==> src/rtl/qam_demapper_pkg.sv <==
// Shared constants for the 16-QAM hard-decision demapper: Gray codes,
// threshold widths and the calibration scaling (~2/3 of observed peak).
package qam_demapper_pkg;

   localparam int unsigned T_W            = 7;
   localparam int unsigned PROD_W         = 15;
   localparam int unsigned MAG_MAX        = (1 << T_W) - 1;
   localparam int unsigned DEFAULT_THRESH = 64;
   localparam int unsigned CAL_MULT       = 171;
   localparam int unsigned CAL_SHIFT      = 8;

   localparam logic [1:0] OUTER_NEG = 2'b00;
   localparam logic [1:0] INNER_NEG = 2'b01;
   localparam logic [1:0] INNER_POS = 2'b11;
   localparam logic [1:0] OUTER_POS = 2'b10;

   // thresh = (peak*171)>>8, never allowed to collapse to 0
   function automatic logic [T_W-1:0] cal_thresh(input logic [T_W-1:0] peak);
      logic [PROD_W-1:0] prod;
      logic [T_W-1:0]    t;
      prod = PROD_W'(peak) * PROD_W'(CAL_MULT);
      t    = T_W'(prod >> CAL_SHIFT);
      return (t == '0) ? T_W'(1) : t;
   endfunction

endpackage

==> src/rtl/qam_demapper_datapath_slicer.sv <==
// One-axis 16-QAM slicer: saturated 7-bit magnitude and Gray-coded
// decision of a signed sample against +/-T (zero counts as positive).
module qam_axis_slicer
   import qam_demapper_pkg::*;
#(
   parameter int unsigned W = 8
) (
   input  logic signed [W-1:0]   x,
   input  logic        [T_W-1:0] T,
   output logic        [1:0]     bits,
   output logic        [T_W-1:0] mag
);

   logic [W-1:0] w_abs;
   logic         w_neg;
   logic         w_inner;

   always_comb begin
      w_neg   = x[W-1];
      w_abs   = w_neg ? W'(-x) : W'(x);
      // most-negative input has no positive twin; clamp to the top code
      mag     = (w_abs > W'(MAG_MAX)) ? T_W'(MAG_MAX) : T_W'(w_abs);
      w_inner = (mag < T);
      if (w_neg) begin
         bits = w_inner ? INNER_NEG : OUTER_NEG;
      end else begin
         bits = w_inner ? INNER_POS : OUTER_POS;
      end
   end

endmodule

==> src/rtl/qam_demapper_datapath.sv <==
// 16-QAM hard-decision demapper: two-stage I/Q pipeline with per-axis slicing
// and an optional peak-tracking calibration of the slicing threshold.
module qam_demapper_datapath #(
   parameter int unsigned W              = 8,
   parameter int unsigned DEFAULT_THRESH = qam_demapper_pkg::DEFAULT_THRESH
) (
   input  logic                symbol_clock,
   input  logic                rst,
   input  logic                en,
   input  logic                cal,
   input  logic signed [W-1:0] I_in,
   input  logic signed [W-1:0] Q_in,
   output logic        [3:0]   data_out,
   output logic                data_valid
);

   import qam_demapper_pkg::*;

   logic signed [W-1:0]   I;
   logic signed [W-1:0]   Q;
   logic        [3:0]     val;
   logic                  r_v1;
   logic                  cal_d;
   logic        [T_W-1:0] thresh;
   logic        [T_W-1:0] peak;
   logic        [2:0]     peak_cnt;

   logic [1:0]     w_i_bits;
   logic [1:0]     w_q_bits;
   logic [T_W-1:0] w_i_mag;
   logic [T_W-1:0] w_q_mag;
   logic [T_W-1:0] w_peak_max;
   logic [T_W-1:0] w_thresh_cal;
   logic           w_cal_fall;

   qam_axis_slicer #(.W(W)) u_slice_i (
      .x    (I),
      .T    (thresh),
      .bits (w_i_bits),
      .mag  (w_i_mag)
   );

   qam_axis_slicer #(.W(W)) u_slice_q (
      .x    (Q),
      .T    (thresh),
      .bits (w_q_bits),
      .mag  (w_q_mag)
   );

   // running peak candidate and threshold derived from the stored peak
   always_comb begin
      w_peak_max = peak;
      if (w_i_mag > w_peak_max) w_peak_max = w_i_mag;
      if (w_q_mag > w_peak_max) w_peak_max = w_q_mag;
      w_thresh_cal = cal_thresh(peak);
      w_cal_fall   = cal_d & ~cal;
   end

   always_ff @(posedge symbol_clock) begin
      if (!rst) begin
         I          <= '0;
         Q          <= '0;
         val        <= '0;
         r_v1       <= 1'b0;
         data_valid <= 1'b0;
         cal_d      <= 1'b0;
         thresh     <= T_W'(DEFAULT_THRESH);
         peak       <= '0;
         peak_cnt   <= '0;
      end else if (en) begin
         I          <= I_in;
         Q          <= Q_in;
         val        <= {w_i_bits, w_q_bits};
         r_v1       <= 1'b1;
         data_valid <= r_v1;
         cal_d      <= cal;
         // an all-zero calibration leaves the threshold alone
         if (w_cal_fall) begin
            if (peak != '0) thresh <= w_thresh_cal;
            peak     <= '0;
            peak_cnt <= '0;
         end else if (cal) begin
            peak <= w_peak_max;
            if (peak_cnt != '1) peak_cnt <= peak_cnt + 3'd1;
         end
      end
   end

   assign data_out = val;

endmodule

==> config.mk <==
export PLATFORM = sky130hd
export DESIGN_NAME = qam_demapper_datapath
export DESIGN_NICKNAME = d
export VERILOG_FILES = /design/src/rtl/qam_demapper_pkg.sv /design/src/rtl/qam_demapper_datapath_slicer.sv /design/src/rtl/qam_demapper_datapath.sv
export SDC_FILE = /design/constraint.sdc
export NUM_CORES = 1
export LEC_CHECK = 0
export ABC_AREA = 1
export BUFFER_PORTS_ARGS = -buffer_cell sky130_fd_sc_hd__buf_4
export CAP_MARGIN = 0
export CORE_MARGIN = 2
export CORE_UTILIZATION = 43
export CTS_CLUSTER_SIZE = 40
export DETAILED_ROUTE_END_ITERATION = 16
export GPL_ROUTABILITY_DRIVEN = 0
export PLACE_DENSITY_LB_ADDON = 0.05
export SLEW_MARGIN = 30
export SYNTH_ARGS = -nofsm -noshare
export SYNTH_HDL_FRONTEND = slang
export SYNTH_HIERARCHICAL = 1
export SYNTH_SLANG_ARGS = --single-unit
==> constraint.sdc <==
create_clock -name symbol_clock -period 5.1 [get_ports symbol_clock]
set_input_delay 0.765 -clock symbol_clock [delete_from_list [all_inputs] [get_ports symbol_clock]]
set_output_delay 0.765 -clock symbol_clock [all_outputs]
set_load 0.1 [all_outputs]
# [Word level (Yosys, flattened, before mapping)]
# Index checks and enable logic that the tools add are counted.
[totals] output_inout_bits=5 input_bits=20 wordCells=39 ff_bits=37
[op_classes] multipliers=1 add_sub_neg=2 n_bitwise=2 n_reduce_logical=5 magnitude_cmp=6 mux=15
[ops] op="two-way mux 7 bit" count=7
[ops] op="> comparator 8 x 7 -> 1 bit (second input constant)" count=2
[ops] op="two-way mux 8 bit" count=2
[ops] op="negator 8 bit" count=2
[ops] op="multiplier 7 x 8 -> 15 bit (second input constant)" count=1
[ops] op="> comparator 7 bit" count=2
[ops] op="< comparator 7 bit" count=2
[ops] op="logical NOT 7 bit" count=1
[ops] op="nonzero test 7 bit" count=1
[ops] op="two-way mux 1 bit" count=4
[ops] op="two-way mux 2 bit" count=2
[ops] op="AND reduction 3 bit" count=1
[ops] op="AND reduction 2 bit" count=1
[ops] op="nonzero test 2 bit" count=1
[ops] op="AND 1 bit" count=1
[ops] op="inverter 1 bit" count=1

# [Depth between registers and ports, before layout]
# Gate-level depths: netlist (run 1).
[depth] ltp_word=10 mapped_depth=28 ltp_nobuf=26

# [Cells and area by module]
# Netlist (run 1), hierarchy kept.
[by_module_without_submodules] module="qam_demapper_datapath" seq_area_each_um2=740.7 cells_each=443 area_each_um2=3076.7 instances=1
[by_module_without_submodules] module="qam_axis_slicer" seq_area_each_um2=0.0 cells_each=62 area_each_um2=352.8 instances=2

# [Worst setup path before layout (run 1)]
# Ideal clock, no wire load.
[synth_path] kind="register to register" start="register peak[6]" end="register thresh[0]" arrival_ns=3.347 setup_slack_ns=1.687 setup_time_ns=0.066 period_less_slack_ns=3.413 path_buffers=0 stages_incl_launch_ff=20 path_cell_list="dfxtp_1 > ha_1 > fa_1 > inv_1 > fa_1 > inv_1 > fa_1 > ha_1 > nand2_1 > inv_1 > nand2_1 > inv_1 > and2_1 > nand2_1 > nand2_1 > nand2_1 > nand2_1 > nor2_2 > nand2_1 > a21oi_2"
[synth_via] elab_chain_len=3 elab_cells_between_ends=5 cone_classes="mul (1); mux (1); reduce/logical (3)"
[synth_rtl] element="start: declaration" line="qam_demapper_datapath.sv:25" rtl="logic [T_W-1:0] peak;"
[synth_rtl] element="start signal: assignment" line="qam_demapper_datapath.sv:83" rtl="peak <= w_peak_max;"
[synth_rtl] element="multiplier 7 x 8 -> 15 bit" line="qam_demapper_pkg.sv:21" rtl="prod = PROD_W'(peak) * PROD_W'(CAL_MULT);"
[synth_rtl] element="logical NOT 7 bit" line="qam_demapper_pkg.sv:23" rtl="return (t == '0) ? T_W'(1) : t;"
[synth_rtl] element="two-way mux 7 bit" line="qam_demapper_pkg.sv:23"
[synth_rtl] element="end signal: assignment" line="qam_demapper_datapath.sv:67" rtl="thresh <= T_W'(DEFAULT_THRESH);"
[synth_rtl] element="end signal: assignment" line="qam_demapper_datapath.sv:79" rtl="if (peak != '0) thresh <= w_thresh_cal;"
[synth_rtl] element="end: declaration" line="qam_demapper_datapath.sv:24" rtl="logic [T_W-1:0] thresh;"
# Several ways; a longest one is shown, not always the timed one.
# A chain may end at the register's enable or synchronous reset.

# [Worst setup path in the final report (run 1)]
# Same ends and word-level chain as after synthesis.

==> summary.md, run 1 <==
| Metric | Value |
|---|---|
| # IOs | `25` |
| Root Buffer | `clkbuf_8` |
| Crit path launch type | `flip-flop` |
| Clock-pin slew on the worst setup and hold paths | `0.09 ns` |
| CP Class | `reg2reg` |
| Vias in the first global route | `3239` |
| Total CTS buffers | `5` |
| Hold Crit Class | `reg2reg` |
| Syn Area/Cell | `6.671 um^2` |
| Yosys top cell area share | `21.50%` |
| Routed wire per std cell | `12.81 um` |
| Gate Count Post-Synth | `567` |
| H-Tree Depth | `2` |
| Area Overhead vs Synth | `10.19%` |
| Setup tns final | `0 ns` |
| Hold path start | `r_v1` |
| I/O Buffers | `24` |
| Pre-Repair DR Iteration Count | `4` |
| Syn Std Cell Area | `3782 um^2` |
| Hold endpoint | `data_valid` |
| Post-CTS sizing | `0` |
| Routed wire length | `8.931 mm` |
| Max Fclk | `0.2664 GHz` |
| Worst hold path depth | `2` |
| Sequential area share after synthesis | `19.58%` |
| CP Launch Point | `peak[6]` |
| Largest net degree at the start of global routing | `28` |
| Rel. slew slack | `55.38%` |
| Syn nets | `661` |
| EDFF count, synth | `0` |
| Detail Route Antenna Nets | `0` |
| Most instantiated library cell after synthesis | `nand2_1` |
| CTS tree | `yes` |
| GR Util met2 | `33.69%` |
| Total global-route track usage | `19.76%` |
| Routing usage on met3 | `2.505%` |
| Critical R2R Launch | `peak[6]` |
| #FFs+latches synth | `37` |
| Layout Nets | `682` |
| Initial Util | `43.80%` |
| Share of cells above drive strength 1 | `10.53%` |
| Ys flop type | `dfxtp_1` |
| Unique cell type count in the Yosys netlist | `34` |
| Total chip power | `1480 uW` |
| Final Hold Fails | `0` |
| Static leakage | `0.002315 uW` |
| Yosys warns | `6` |
| Chip width | `97.79 um` |
| Count of non-filler cells in the finished layout | `697` |
| Worst-case vdd ir drop | `0.1581 mV` |
| M1 GR Usage | `26.78%` |
| Final Slew Violations | `0` |
| Post-synth top area cell | `ha_1` |
| CP Capture Type | `flip-flop` |
| Remaining routing DRC violations | `0` |
| PD cells | `355.1 nW/um^2` |
| Die footprint | `9563 um^2` |
| Largest cells by area after synthesis | `ha_1 22%, dfxtp_1 20%, nand2_1 14%` |
| Routed vias/inst | `4.927` |
| Total gr overflow | `0` |
| Status | `finished, final reports clean` |
| Clock Latency Late Sink | `0.29 ns` |
| CTS Buffer Depth | `2` |
| Initial antenna violation count | `0` |
| Row cnt | `34` |
| Worst Clk Skew | `0.006905 ns` |
| R2R Setup Slk | `1.35 ns` |
| Post-route clock period utilization | `73.59%` |
| DP Cell Count | `689` |
| Final worst setup slack | `1.347 ns` |
| WP data arrival | `3.99 ns` |
| CP max FO | `6` |
| Setup violators final | `0` |
| Setup bufs post-CTS | `0` |
| Iteration-0 DRC Markers | `92` |
| Vias post-DR | `3434` |
| Hpwl dp | `7.311 mm` |
| FF-to-FF End | `thresh[0]` |
| Max cap viols | `0` |
| Pre-CTS setup slack | `1.374 ns` |
| Critical Path RT | `5.34 ns` |
| RSZ-0062 raised after global routing | `no` |
| Core box area | `8636 um^2` |
| First-pass GRT wire length | `15.42 mm` |
| Hold_buf cts | `0` |
| Clk sink count | `37` |
| Most frequent cells after synthesis | `137 x nand2_1, 97 x inv_1, 65 x ha_1` |
| Hold WS | `0.4683 ns` |
| Slew @ Worst Pin | `0.6686 ns` |
| Clock period minus worst slack | `3.753 ns` |
| Gr busiest metal | `met2` |
| Post-synth ARST share | `0%` |
| R2R cell count | `19` |
| Diode count | `0` |
| Chip Height | `97.79 um` |
==> registers in the layout, indices dropped and copies added (netlist names) <==
register    flops
I               8
Q               8
cal_d           1
data_out        4
data_valid      1
peak            7
r_v1            1
thresh          7
==> cell usage in the layout, fill, tap and decap left out, types with 2 or more instances in the layout <==
cell      netlist  routed
nand2_1       137     137
inv_1          97      97
ha_1           65      65
nor2_1         61      61
o21ai_0        38      38
dfxtp_1        37      37
a21oi_1        30      30
buf_4           1      24
nand3_1        21      21
fa_1            9       9
o21ai_1         8       8
nand2_2         7       7
clkbuf_8        0       6
nand4_1         5       5
inv_2           5       5
nor2_2          5       5
o21ai_2         4       4
o211ai_1        4       4
xor2_1          4       4
nor3_1          3       3
nand3b_1        2       2
nor3_4          2       2
nand2_4         2       2
a21boi_1        2       2
nand3_2         2       2
==> cell type report <==
cell class / instances / area, um^2
Clock inverter: 2 / 37.54
Clock buffer: 6 / 82.58
Multi-Input combinational cell: 418 / 2609
Sequential cell: 37 / 740.7
Timing Repair Buffer: 24 / 180.2
Fill cell: 936 / 4468
Inverter: 102 / 382.9
Tap cell: 108 / 135.1
==> critical path: stages, from the launching register on <==
cell	delay, ns
dfxtp_1	0.47
ha_1	0.34
fa_1	0.53
inv_1	0.06
fa_1	0.49
inv_1	0.05
fa_1	0.45
ha_1	0.34
nand2_1	0.10
inv_1	0.06
nand2_1	0.05
inv_1	0.05
and2_1	0.15
nand2_1	0.08
nand2_1	0.05
nand2_1	0.06
nand2_1	0.07
nor2_2	0.10
nand2_1	0.07
a21oi_2	0.10
==> worst max path at each step <==
stage,end,slack (ns),cells past startpoint
6_report,thresh[0],1.35,19
5_1_grt,peak[3],0.91,24
4_1_cts,thresh[0],1.34,19
3_5_place_dp,thresh[0],1.37,19
3_3_place_gp,thresh[0],1.41,19
2_1_floorplan,thresh[0],1.69,19
==> stage by stage <==
stage / util, % / instance area [um^2]
floorplan: - / 3782
global placement: 46.87 / 4048
detailed placement: 46.87 / 4048
CTS: 48.26 / 4168
global route: 48.26 / 4168
finish: 48.26 / 4168
==> kinds of logic after synthesis <==
logic type | share of synthesized area, %
compound gates | 13.10
xor+xnor | 1.158
fa+ha+maj | 26.27
buf+inv | 11.45
flops | 19.58
simple gates | 28.45
==> power by group <==
part           internal, uW  switching (uW)  total (uW)  leakage, uW
registers               317            42.3         360     0.000305
clock network           159             120         279    0.0000574
logic                   310             531         841      0.00195
total                   787             694        1480      0.00231
==> layer usage <==
layer / part of all wire, % / up-vias / wire [um]
met3: 2.0 / 9 / 177
met2: 47 / 32 / 4196
met1: 50 / 1550 / 4429
li1: - / 1843 / -
met5: 0 / - / 0
met4: 1.4 / 0 / 128
(Power assumes the default switching activity.)
==> run 2: changes to the inputs <==
==> constraint.sdc (replaced) <==
create_clock -name symbol_clock -period 3.6 [get_ports symbol_clock]
set_input_delay 0.54 -clock symbol_clock [delete_from_list [all_inputs] [get_ports symbol_clock]]
set_output_delay 0.54 -clock symbol_clock [all_outputs]
set_load 0.1 [all_outputs]
==> summary.md, run 2 (synthesized netlist as in run 1, its figures left out) <==
| Metric | Value |
|---|---|
| Status | `finished, final reports clean` |
| Setup violators final | `0` |
| Most common cell after layout, fill and taps aside | `nand2_1` |
| CP Launch Point | `peak[6]` |
| Area Overhead vs Synth | `19.48%` |
| Crit-path slowest cell | `fa_1` |
| GR Util met2 | `34.32%` |
| Vias in the first global route | `3327` |
| Routed wire per std cell | `12.73 um` |
| Total global-route track usage | `19.89%` |
| Diode count | `0` |
| Clock-pin slew on the worst setup and hold paths | `0.09 ns` |
| Chip width | `97.79 um` |
| Hold path start | `Q_in[2]` |
| CP max FO | `5` |
| Largest net degree at the start of global routing | `28` |
| Clk sink count | `37` |
| Routed vias/inst | `4.908` |
| Post-route clock period utilization | `95.25%` |
| Total CTS buffers | `5` |
| Chip Height | `97.79 um` |
| Remaining routing DRC violations | `0` |
| Gr busiest metal | `met2` |
| Layout Nets | `705` |
| Total gr overflow | `0` |
| DP Cell Count | `707` |
| Clock period minus worst slack | `3.429 ns` |
| Hold Crit Class | `in2reg` |
| Biggest regs | `I (8), Q (8)` |
| CTS tree | `yes` |
| Clock Latency Late Sink | `0.30 ns` |
| Row cnt | `34` |
| M1 GR Usage | `26.63%` |
| Routed wire length | `9.168 mm` |
| CP Capture Type | `flip-flop` |
| Pre-Repair DR Iteration Count | `4` |
| PD cells | `527.3 nW/um^2` |
| Initial antenna violation count | `0` |
| Critical Path RT | `3.84 ns` |
| Final Slew Violations | `0` |
| Vias post-DR | `3534` |
| Root Buffer | `clkbuf_8` |
| # IOs | `25` |
| Hold_buf cts | `0` |
| I/O Buffers | `24` |
| Iteration-0 DRC Markers | `95` |
| Share of cells above drive strength 1 | `20.42%` |
| Crit path launch type | `flip-flop` |
| Slew @ Worst Pin | `0.6761 ns` |
| Critical R2R Launch | `peak[6]` |
| Core box area | `8636 um^2` |
| Commonest cells after routing, fill and taps aside | `129 x nand2_1, 93 x inv_1, 58 x nor2_1` |
| Hpwl dp | `7.370 mm` |
| Rel. slew slack | `54.88%` |
| Initial Util | `43.80%` |
| Max Fclk | `0.2916 GHz` |
| Worst-case vdd ir drop | `0.2703 mV` |
| Final Hold Fails | `0` |
| Static leakage | `0.002440 uW` |
| Final core utilization | `52.33%` |
| WP data arrival | `3.67 ns` |
| CP Class | `reg2reg` |
| Die footprint | `9563 um^2` |
| Worst Clk Skew | `0.009859 ns` |
| First-pass GRT wire length | `15.70 mm` |
| Total chip power | `2383 uW` |
| Max cap viols | `0` |
| H-Tree Depth | `2` |
| Count of non-filler cells in the finished layout | `720` |
| Crit-path cells | `buf_6 -> ha_2 -> inv_1 -> fa_2 -> fa_1 -> inv_1 -> fa_1 -> ha_4 -> nand2_1 -> inv_1 -> nand2_1 -> inv_1 -> and2_1 -> nand2_1 -> nand3_1 -> nand2_1 -> nor2_2 -> nand2_1 -> a21oi_2` |
| Detail Route Antenna Nets | `0` |
| Routing usage on met3 | `2.219%` |
| Critical Path Most Common Cell | `nand2_1` |
| CP peak stage delay | `0.48 ns` |
| CTS Buffer Depth | `2` |
[run 2: changes by cell type in the layout (fill, tap and decap cells not counted), moves of 4 or more]
cell,change
inv_1,-4
dfxtp_1,-6
nand2_2,+7
buf_4,+19
inv_2,+4
dfxtp_2,+4
ha_4,+6
nand2_1,-8
o21ai_0,-4
ha_1,-8
[run 2: worst max-delay path, delay by kind of cell, from the launching register on]
family / cells / cell delay, ns
buf+inv: 5 / 0.37
fa+ha+maj: 5 / 1.92
flops: 1 / 0.35
compound gates: 1 / 0.11
simple gates: 8 / 0.63
[run 2: stage by stage]
| step | hold WS [ns] | instance area [um^2] | TNS [ns] | worst slack (ns) |
|---|---|---|---|---|
| floorplan | 0.4333 | 3782 | 0 | 0.1871 |
| global placement | 0.4599 | 4183 | 0 | 0.1063 |
| detailed placement | 0.4604 | 4183 | 0 | 0.05235 |
| CTS | 0.4498 | 4298 | 0 | 0.02613 |
| global route | 0.4592 | 4519 | -0.1269 | -0.06173 |
| finish | 0.4477 | 4519 | 0 | 0.1709 |
[run 2: repair_timing]
item,4_1_cts,5_1_grt
resized for setup,0,51
buffers inserted,0,3
setup endpoints to repair,0,14
endpoints found under the hold margin,0,0
[run 2: power breakdown]
group / total (uW) / internal (uW) / switching, uW
Combinational: 1500 / 630 / 873
Sequential: 497 / 453 / 43.5
Clock: 383 / 208 / 175
[run 2: layout make-up]
class,count,area [um^2]
Multi-Input combinational cell,420,2788
Inverter,102,382.9
Clock buffer,5,68.82
Fill cell,894,4116
Sequential cell,37,753.2
Timing Repair Buffer,45,345.3
Tap cell,108,135.1
Clock inverter,3,46.29
[run 2: path summary, 6_finish.rpt]
path	slack (ns)	to	cells after the start
hold reg to reg	0.46	data_valid	2
setup / recovery	0.17	thresh[0]	19
setup reg to reg	0.17	thresh[0]	19
hold / removal	0.45	Q[2]	3
[run 2: layer usage]
metal  share of wire (%)  vias to the layer above
met4                 2.2                        0
met3                 2.2                       12
met1                  49                     1587
met5                   0                        -
met2                  47                       42
li1                    -                     1893
==> run 3: changes to the inputs <==
--- a/config.mk
+++ b/config.mk
@@ -5,7 +5,6 @@
 export SDC_FILE = /design/constraint.sdc
 export NUM_CORES = 1
 export LEC_CHECK = 0
-export ABC_AREA = 1
 export BUFFER_PORTS_ARGS = -buffer_cell sky130_fd_sc_hd__buf_4
 export CAP_MARGIN = 0
 export CORE_MARGIN = 2
==> summary.md, run 3 <==
| Metric | Value |
|---|---|
| Yosys top cell area share | `22.76%` |
| Clock power frac | `17.2%` |
| Sequential area share after synthesis | `20.73%` |
| Detail Route Antenna Nets | `0` |
| Ys flop type | `dfxtp_1` |
| CTS tree | `yes` |
| Static leakage | `0.002311 uW` |
| Most instantiated library cell after synthesis | `ha_1` |
| Layout Nets | `610` |
| First-pass GRT wire length | `15.19 mm` |
| Root Buffer | `clkbuf_8` |
| Clock period minus worst slack | `3.851 ns` |
| Die footprint | `9055 um^2` |
| Syn Area/Cell | `8.408 um^2` |
| Worst-case vdd ir drop | `0.2204 mV` |
| WP data arrival | `4.06 ns` |
| Seq pwr share | `27.2%` |
| Largest net degree at the start of global routing | `31` |
| Final Slew Violations | `0` |
| PD cells | `348.6 nW/um^2` |
| Biggest regs | `I (8), Q (8)` |
| RSZ-0062 raised after global routing | `yes` |
| Commonest cells after routing, fill and taps aside | `90 x buf_4, 50 x ha_1, 47 x inv_1` |
| Most common cell after layout, fill and taps aside | `buf_4` |
| Gate Count Post-Synth | `425` |
| Internal power | `1047 uW` |
| Critical Path Most Common Cell | `ha_4` |
| Share of cells above drive strength 1 | `36.75%` |
| Uppermost layer routed | `met4` |
| Crit-path slowest cell | `fa_2` |
| Hold WS | `0.4693 ns` |
| Total gr overflow | `0` |
| Combinational power share | `55.6%` |
| Max Fclk | `0.2597 GHz` |
| CP Class | `reg2reg` |
| Routed wire length | `9.541 mm` |
| Syn Std Cell Area | `3573 um^2` |
| EDFF count, synth | `0` |
| Diode count | `0` |
| Pre-Repair DR Iteration Count | `4` |
| Critical Path RT | `3.81 ns` |
| Chip width | `95.16 um` |
| Met2 wire length | `4.499 mm` |
| # IOs | `25` |
| Most frequent cells after synthesis | `65 x ha_1, 54 x inv_1, 44 x nor2_1` |
| Iteration-0 DRC Markers | `76` |
| Status | `finished, violations left` |
| #FFs+latches synth | `37` |
| Setup violators final | `8` |
| Routed wire per std cell | `15.34 um` |
| Worst Path Buf+Inv | `3` |
| Chip Height | `95.16 um` |
| Unique cell type count in the Yosys netlist | `47` |
| Crit-path cells | `inv_4 -> ha_4 -> ha_4 -> inv_2 -> fa_1 -> inv_1 -> fa_2 -> ha_4 -> a21o_1 -> a21oi_4 -> a21oi_4 -> nor3_1 -> a211oi_1 -> or4_1 -> o32ai_2` |
| Remaining routing DRC violations | `0` |
| Post-synth ARST share | `0%` |
| Switching pwr | `680.0 uW` |
| WL met1 | `4.796 mm` |
| Row cnt | `33` |
| Area Overhead vs Synth | `38.66%` |
| Final worst setup slack | `-0.2510 ns` |
| I/O Buffers | `24` |
| Hold Crit Class | `reg2reg` |
| Slew @ Worst Pin | `0.6192 ns` |
| CP Capture Type | `flip-flop` |
| Hpwl dp | `7.386 mm` |
| Design area | `4955 um^2` |
| Routed vias/inst | `5.278` |
| Initial antenna violation count | `0` |
| Yosys warns | `6` |
| CP max FO | `4` |
| Clock Latency Late Sink | `0.30 ns` |
| Post-synth top area cell | `ha_1` |
| Total CTS buffers | `5` |
| Pre-CTS setup slack | `-0.2360 ns` |
| CP peak stage delay | `0.55 ns` |
| Routed wl met3 | `187 um` |
| Total global-route track usage | `21.36%` |
| Final core utilization | `60.91%` |
| Rel. slew slack | `58.72%` |
| Max cap viols | `0` |
| Switch share | `39.37%` |
| Largest cells by area after synthesis | `ha_1 23%, dfxtp_1 21%, mux2i_1 9.2%` |
| Crit path launch type | `flip-flop` |
| Vias post-DR | `3283` |
| Core box area | `8134 um^2` |
| Worst Clk Skew | `0.009098 ns` |
| Final Hold Fails | `0` |
| Hold_buf cts | `0` |
| Clock-pin slew on the worst setup and hold paths | `0.08 ns` |
| CTS Buffer Depth | `2` |
| Delay-heaviest family, CP | `adder cells` |
| Syn nets | `519` |
| Failing checks | `setup timing` |
| H-Tree Depth | `2` |
| Clk sink count | `37` |
| Dpl cell area | `4417 um^2` |
| Post-route clock period utilization | `107.0%` |
| Initial Util | `43.93%` |
| Vias in the first global route | `3139` |
[run 3: cell families after synthesis]
group	share of synthesized area, %
fa+ha+maj	27.80
xor+xnor	1.961
buf+inv	7.072
mux	9.874
compound gates	14.85
simple gates	17.72
flops	20.73
[run 3: worst paths after layout]
| path | start | end | slack [ns] | cells past startpoint |
|---|---|---|---|---|
| setup reg to reg | peak[4] | thresh[0] | -0.25 | 15 |
| hold reg to reg | r_v1 | r_v1 | 0.47 | 2 |
| setup / recovery | peak[4] | thresh[0] | -0.25 | 15 |
| hold / removal | r_v1 | r_v1 | 0.47 | 2 |
[run 3: stage by stage]
stage          power, uW  instances  setup TNS, ns
3_3_place_gp        1233        601        -0.8774
6_report            1727        622         -1.323
2_1_floorplan      974.7        425       -0.02740
3_5_place_dp        1246        601         -1.713
5_1_grt             1839        622         -2.707
4_1_cts             1608        617         -1.485
[run 3: per-layer routing]
metal	global-route usage (%)	vias to the layer above
met5	0	-
met4	3.986	0
met3	2.609	5
met2	34.04	32
met1	31.10	1571
li1	-	1675
[run 3: timing repair]
| item | CTS | global route |
|---|---|---|
| cloned | 0 | 0 |
| setup endpoints to repair | 8 | 13 |
| buffers inserted | 9 | 8 |
| resized for setup | 22 | 52 |
| pin swaps | 7 | 19 |
[run 3: worst min-delay path, cell delays in order (launching register included)]
cell	delay, ns
dfxtp_1	0.33
nor2_1	0.04
nor2_1	0.06
[run 3: layout make-up]
| cell class | count | area (um^2) |
|---|---|---|
| Tap cell | 105 | 131.4 |
| Clock buffer | 5 | 68.82 |
| Multi-Input combinational cell | 323 | 3034 |
| Sequential cell | 37 | 765.7 |
| Inverter | 55 | 211.5 |
| Clock inverter | 3 | 22.52 |
| Timing Repair Buffer | 94 | 720.7 |
| Fill cell | 698 | 3179 |
[run 3: power groups by stage]
| stage | sequential (uW) | combinational, uW | clock, uW |
|---|---|---|---|
| floorplan | 514 | 461 | 0 |
| global placement | 478 | 755 | 0 |
| detailed placement | 478 | 768 | 0 |
| CTS | 469 | 830 | 309 |
| global route | 474 | 1040 | 323 |
| finish | 469 | 960 | 298 |
